===== config.mk =====
export PLATFORM = sky130hd
export DESIGN_NAME = wb_regfile_stage
export DESIGN_NICKNAME = d
export VERILOG_FILES = /design/src/rtl/wb_pkg.sv /design/src/rtl/regfile_2r1w.sv /design/src/rtl/wb_regfile_stage.sv
export SDC_FILE = /design/constraint.sdc
export NUM_CORES = 2
export LEC_CHECK = 0
export BUFFER_PORTS_ARGS = -buffer_cell sky130_fd_sc_hd__buf_4
export CAP_MARGIN = 20
export CORE_MARGIN = 10
export CORE_UTILIZATION = 40
export CTS_CLUSTER_SIZE = 16
export DETAILED_ROUTE_END_ITERATION = 8
export GPL_TIMING_DRIVEN = 0
export SETUP_SLACK_MARGIN = 0.1
export SLEW_MARGIN = 20
export SYNTH_ARGS = -nofsm -noshare
export SYNTH_HDL_FRONTEND = slang
export SYNTH_SLANG_ARGS = --single-unit

===== constraint.sdc =====
create_clock -name clk -period 2 [get_ports clk]
set_input_delay 0.1 -clock clk [delete_from_list [all_inputs] [get_ports clk]]
set_output_delay 0.1 -clock clk [all_outputs]
set_load 0.02 [all_outputs]

===== src/rtl/wb_pkg.sv =====
// Writeback-source encodings shared by the writeback stage and its users.
package wb_pkg;

  typedef logic [1:0] wb_sel_t;

  localparam wb_sel_t WB_SEL_ALU  = 2'd0;
  localparam wb_sel_t WB_SEL_MEM  = 2'd1;
  localparam wb_sel_t WB_SEL_LINK = 2'd2;

endpackage


===== src/rtl/regfile_2r1w.sv =====
// 2-read/1-write register file, r0 hardwired to zero, combinational reads, no bypass.
// Write lands on the rising edge; no backpressure.
module regfile_2r1w #(
  parameter int DATA_W   = 32,
  parameter int NUM_REGS = 32,
  localparam int AW      = $clog2(NUM_REGS)
) (
  input  logic              clk,
  input  logic              rst_n,
  input  logic              we,
  input  logic [AW-1:0]     waddr,
  input  logic [DATA_W-1:0] wdata,
  input  logic [AW-1:0]     raddr1,
  input  logic [AW-1:0]     raddr2,
  output logic [DATA_W-1:0] rdata1,
  output logic [DATA_W-1:0] rdata2
);

  logic [DATA_W-1:0] regs [NUM_REGS];

  always_ff @(posedge clk or negedge rst_n) begin
    if (!rst_n) begin
      for (int i = 0; i < NUM_REGS; i++) regs[i] <= '0;
    end else if (we && waddr != '0) begin
      regs[waddr] <= wdata;
    end
  end

  assign rdata1 = (raddr1 == '0) ? '0 : regs[raddr1];
  assign rdata2 = (raddr2 == '0) ? '0 : regs[raddr2];

endmodule


===== src/rtl/wb_regfile_stage.sv =====
// Writeback stage: latches the MEM/WB result (1 edge), commits it to the regfile (2nd edge),
// bypasses the latched result to both read ports; never stalls, flush kills both entries.
module wb_regfile_stage
  import wb_pkg::*;
#(
  parameter int DATA_W   = 32,
  parameter int NUM_REGS = 32,
  parameter int CNT_W    = 32,
  localparam int AW      = $clog2(NUM_REGS)
) (
  input  logic              clk,
  input  logic              rst_n,
  input  logic              flush,
  input  logic              in_valid,
  input  logic              in_reg_write,
  input  wb_sel_t           in_wb_sel,
  input  logic [AW-1:0]     in_dest,
  input  logic [DATA_W-1:0] in_alu_result,
  input  logic [DATA_W-1:0] in_mem_data,
  input  logic [DATA_W-1:0] in_link_addr,
  input  logic [AW-1:0]     rs1_addr,
  input  logic [AW-1:0]     rs2_addr,
  output logic [DATA_W-1:0] rs1_data,
  output logic [DATA_W-1:0] rs2_data,
  output logic              wb_valid,
  output logic              wb_we,
  output logic [AW-1:0]     wb_dest,
  output logic [DATA_W-1:0] wb_data,
  output logic [CNT_W-1:0]  retire_count
);

  logic              wb_rw;
  logic [DATA_W-1:0] sel_data;
  logic [DATA_W-1:0] rf_rd1, rf_rd2;
  logic              commit;

  // Reserved select falls back to the ALU result.
  always_comb begin
    sel_data = in_alu_result;
    case (in_wb_sel)
      WB_SEL_MEM:  sel_data = in_mem_data;
      WB_SEL_LINK: sel_data = in_link_addr;
      default:     sel_data = in_alu_result;
    endcase
  end

  always_ff @(posedge clk or negedge rst_n) begin
    if (!rst_n) begin
      wb_valid <= 1'b0;
      wb_rw    <= 1'b0;
      wb_dest  <= '0;
      wb_data  <= '0;
    end else begin
      wb_valid <= in_valid & ~flush;
      wb_rw    <= in_reg_write;
      wb_dest  <= in_dest;
      wb_data  <= sel_data;
    end
  end

  assign wb_we  = wb_valid & wb_rw & (wb_dest != '0);
  assign commit = wb_valid & ~flush;

  always_ff @(posedge clk or negedge rst_n) begin
    if (!rst_n) retire_count <= '0;
    else if (commit) retire_count <= retire_count + CNT_W'(1);
  end

  regfile_2r1w #(
    .DATA_W   (DATA_W),
    .NUM_REGS (NUM_REGS)
  ) u_rf (
    .clk    (clk),
    .rst_n  (rst_n),
    .we     (commit & wb_we),
    .waddr  (wb_dest),
    .wdata  (wb_data),
    .raddr1 (rs1_addr),
    .raddr2 (rs2_addr),
    .rdata1 (rf_rd1),
    .rdata2 (rf_rd2)
  );

  // wb_we already excludes r0, so the bypass can never leak a write to register 0.
  assign rs1_data = (wb_we && rs1_addr == wb_dest) ? wb_data : rf_rd1;
  assign rs2_data = (wb_we && rs2_addr == wb_dest) ? wb_data : rf_rd2;

endmodule


==> flow_summary_export.csv <==
group,metric,value,unit
outcome,status,"finished, violations left",
outcome,violations,"hold timing, setup timing",
timing,fin_skew,40.2,ps
clocking,cts-root-buf,"clkbuf_16",
timing,hold_ws,-718,ps
place,port_buffers,247,
place,dp_hpwl,183,mm
final_layout,fillers,12600,
timing,fin_crit_sh,190,%
critical_path,r2r-end,"u_rf.regs[812]$_DFFE_PN0P_",
clocking,clockBufferDepth,3,
critical_path,worst-path-buf-inv,4,
timing,period_minus_slack,3810,ps
critical_path,worstSetupPathType,"register to output pin",
die,die-height,402,µm
critical_path,crit_chain,"or3_4 -> o311ai_4 -> buf_12 -> nor3_4 -> or2_1 -> clkbuf_16 -> clkbuf_16 -> nor3_4 -> a22o_1 -> buf_6",
critical_path,cp_top_family,"simple AND/OR/NAND/NOR gates",
routing,wl_per_cell,37.8,µm
routing,drcViolationCount,0,
critical_path,critPathSlowestCell,"nor3_4",
global_routing,grt_overflow,0,
global_routing,grt_pass1_wl,362,mm
place,dp_slack,-2240,ps
final_layout,fin_nets,5077,
place,place_inst,6581,
place,gp_congestion,0.997,
critical_path,r2r_cells,6,
synth,synthCells,4399,
routing,antenna_left,0,
critical_path,worstReg2RegStart,"wb_dest[1]$_DFF_PN0_",
die,die_w,402,µm
routing,num_vias,45700,
timing,maxSlewHeadroom,6.15,%
pwr,power.leakage,0.0344,µW
final_layout,fin_cells,6984,
critical_path,rrSetupSlack,-750,ps
clocking,cts_tree,"yes",
timing,finalHoldViolations,335,
global_routing,antenna_found_initial,12,
synth,ys_top_cells_by_count,"1095 x dfrtp_1, 1042 x mux2_2, 533 x mux2i_1",
routing,firstDrtPassIters,5,
final_layout,layout-drive-gt1-share,45.2,%
synth,synthArstFlopShare,100,%
synth,synth.top_cell.area_share,46.9,%
synth,syn_area,58400,µm²
timing,finalSetupTns,-451580,ps
synth,ys_top_cells_by_area,"dfrtp_1 47%, mux2_2 20%, mux4_2 9.9%",
synth,yosysSeqAreaShare,46.9,%
clocking,cts.sinks,1095,
critical_path,crit_start,"wb_dest[3]$_DFF_PN0_",
timing,setup_viol,1037,
global_routing,grt_pass1_vias,45300,
timing,setup_ws,-1810,ps
die,io_pins,253,
routing,via_per_inst,6.54,
min_path,hp-class,"primary input to async pin",
timing,rsz0062_at_grt,"yes",
die,rows,140,
critical_path,critical_path.max_stage_delay,530,ps
global_routing,grt_max_degree,142,
flow_run,maxCapViolCount,0,
pwr,power_density,804,nW/µm²
critical_path,worstSetupEndpointType,"output pin",
pwr,p_total,58300,µW
timing,final_max_slew_viol_count,0,
clocking,htreeDepth,3,
synth,synth-edff-count,0,
clocking,cts_made_buffers,121,
synth,synth.distinct_cells,47,
critical_path,path_max_fanout,5,
die,core_area,145000,µm²
synth,ys_warn_count,0,
final_layout,utilization,49.9,%
critical_path,worst_setup_path_start_kind,"register",
synth,syn_nets,4520,
die,start_util,40.2,%
global_routing,grt.total_usage,31.5,%
clocking,clk_pin_slew,60,ps
clocking,clk_latency,790,ps
final_layout,synthToLayoutAreaGrowth,24.2,%
pwr,ir_drop,0.747,mV
synth,synth-seq-cells,1095,
routing,dr.first_iter.drc_count,6019,
die,die_area,162000,µm²
routing,wirelength,264,mm
synth,yosysTopAreaCell,"dfrtp_1",
synth,yosysMostFrequentCell,"dfrtp_1",
critical_path,worstPathArrival,3710,ps
critical_path,critPathRequiredTime,1900,ps
timing,tightest_slew,1410,ps
synth,avgSynthCellArea,13.3,µm²
synth,ys.flop_type,"dfrtp_1",
timing,fmax,0.263,GHz
## through the flow
| stage | hold WS, ps | cell area [µm²] |
|---|---|---|
| 2_1_floorplan | -196 | 59700 |
| 3_3_place_gp | 210 | 64000 |
| 3_5_place_dp | 100 | 64500 |
| 4_1_cts | -705 | 71300 |
| 5_1_grt | -674 | 72600 |
| 6_report | -718 | 72600 |
## layer usage
| metal | global-route usage [%] | vias to the layer above | wire (µm) |
|---|---|---|---|
| met1 | 40.8 | 24000 | 103000 |
| met2 | 44.4 | 3188 | 109000 |
| met3 | 12.1 | 766 | 34100 |
| met5 | 0 | - | 89 |
| li1 | - | 17700 | - |
| met4 | 18.7 | 14 | 18100 |
## how the worst max path moves through the flow
stage / end / depth (start not counted)
final: rs2_data[17] / 10
after global routing: rs2_data[17] / 10
after CTS: rs2_data[11] / 10
after detailed placement: rs2_data[12] / 10
after global placement: wb_dest[1]$_DFF_PN0_ / 1
after floorplan: rs2_data[14] / 8
## state kept, by name, indices dropped and copies added, names as in the netlist
| register | count |
|---|---|
| retire_count | 32 |
| u_rf.regs | 1024 |
| wb_data | 32 |
| wb_dest | 5 |
| wb_rw | 1 |
| wb_valid | 1 |
## area by class of cell
cell class | instances | area, µm² | share of cell area [%]
Multi-Input combinational cell | 2824 | 31200 | 43.0
Clock inverter | 59 | 857 | 1.18
Sequential cell | 1095 | 27400 | 37.8
Timing Repair Buffer | 437 | 4380 | 6.03
Tap cell | 1917 | 2400 | 3.30
Antenna cell | 6 | 15.0 | 0.0207
Inverter | 4 | 15.0 | 0.0207
Buffer | 473 | 2820 | 3.88
Clock buffer | 169 | 3520 | 4.85
## power by group
part / internal (µW) / switching (µW) / total, µW
combinational: 3480 / 5760 / 9240
clock: 14800 / 10200 / 25000
sequential: 23100 / 1060 / 24100
## timing repair
| item | CTS | global route |
|---|---|---|
| resized for setup | 274 | 246 |
| setup buffers | 40 | 48 |
| cloned | 2 | 6 |
| hold endpoints to repair | 387 | 166 |
| endpoints found under the setup margin | 1078 | 1088 |
| hold buffers | 78 | 1 |
| pin swaps | 79 | 48 |
## cell families after synthesis
logic type      share of synthesized area (%)
compound gates                           6.61
buf+inv                                  3.41
flops                                    46.9
xor+xnor                                0.614
simple gates                             3.12
mux                                      39.3
fa+ha+maj                              0.0642
## cell usage in the layout (no fill, tap or decap), types with 79 or more instances in the layout
cell | synthesis | final
mux2_2 | 1042 | 840
dfrtp_1 | 1095 | 1088
dlygate4sd3_1 | 0 | 79
buf_4 | 8 | 257
buf_6 | 0 | 111
clkbuf_1 | 241 | 178
nand2_1 | 157 | 150
mux2i_1 | 533 | 533
mux4_2 | 256 | 256
a21oi_1 | 130 | 129
a22oi_1 | 182 | 182
clkbuf_16 | 0 | 131
mux2_4 | 0 | 209
buf_2 | 129 | 109
Power figures use the tool's default switching activity.
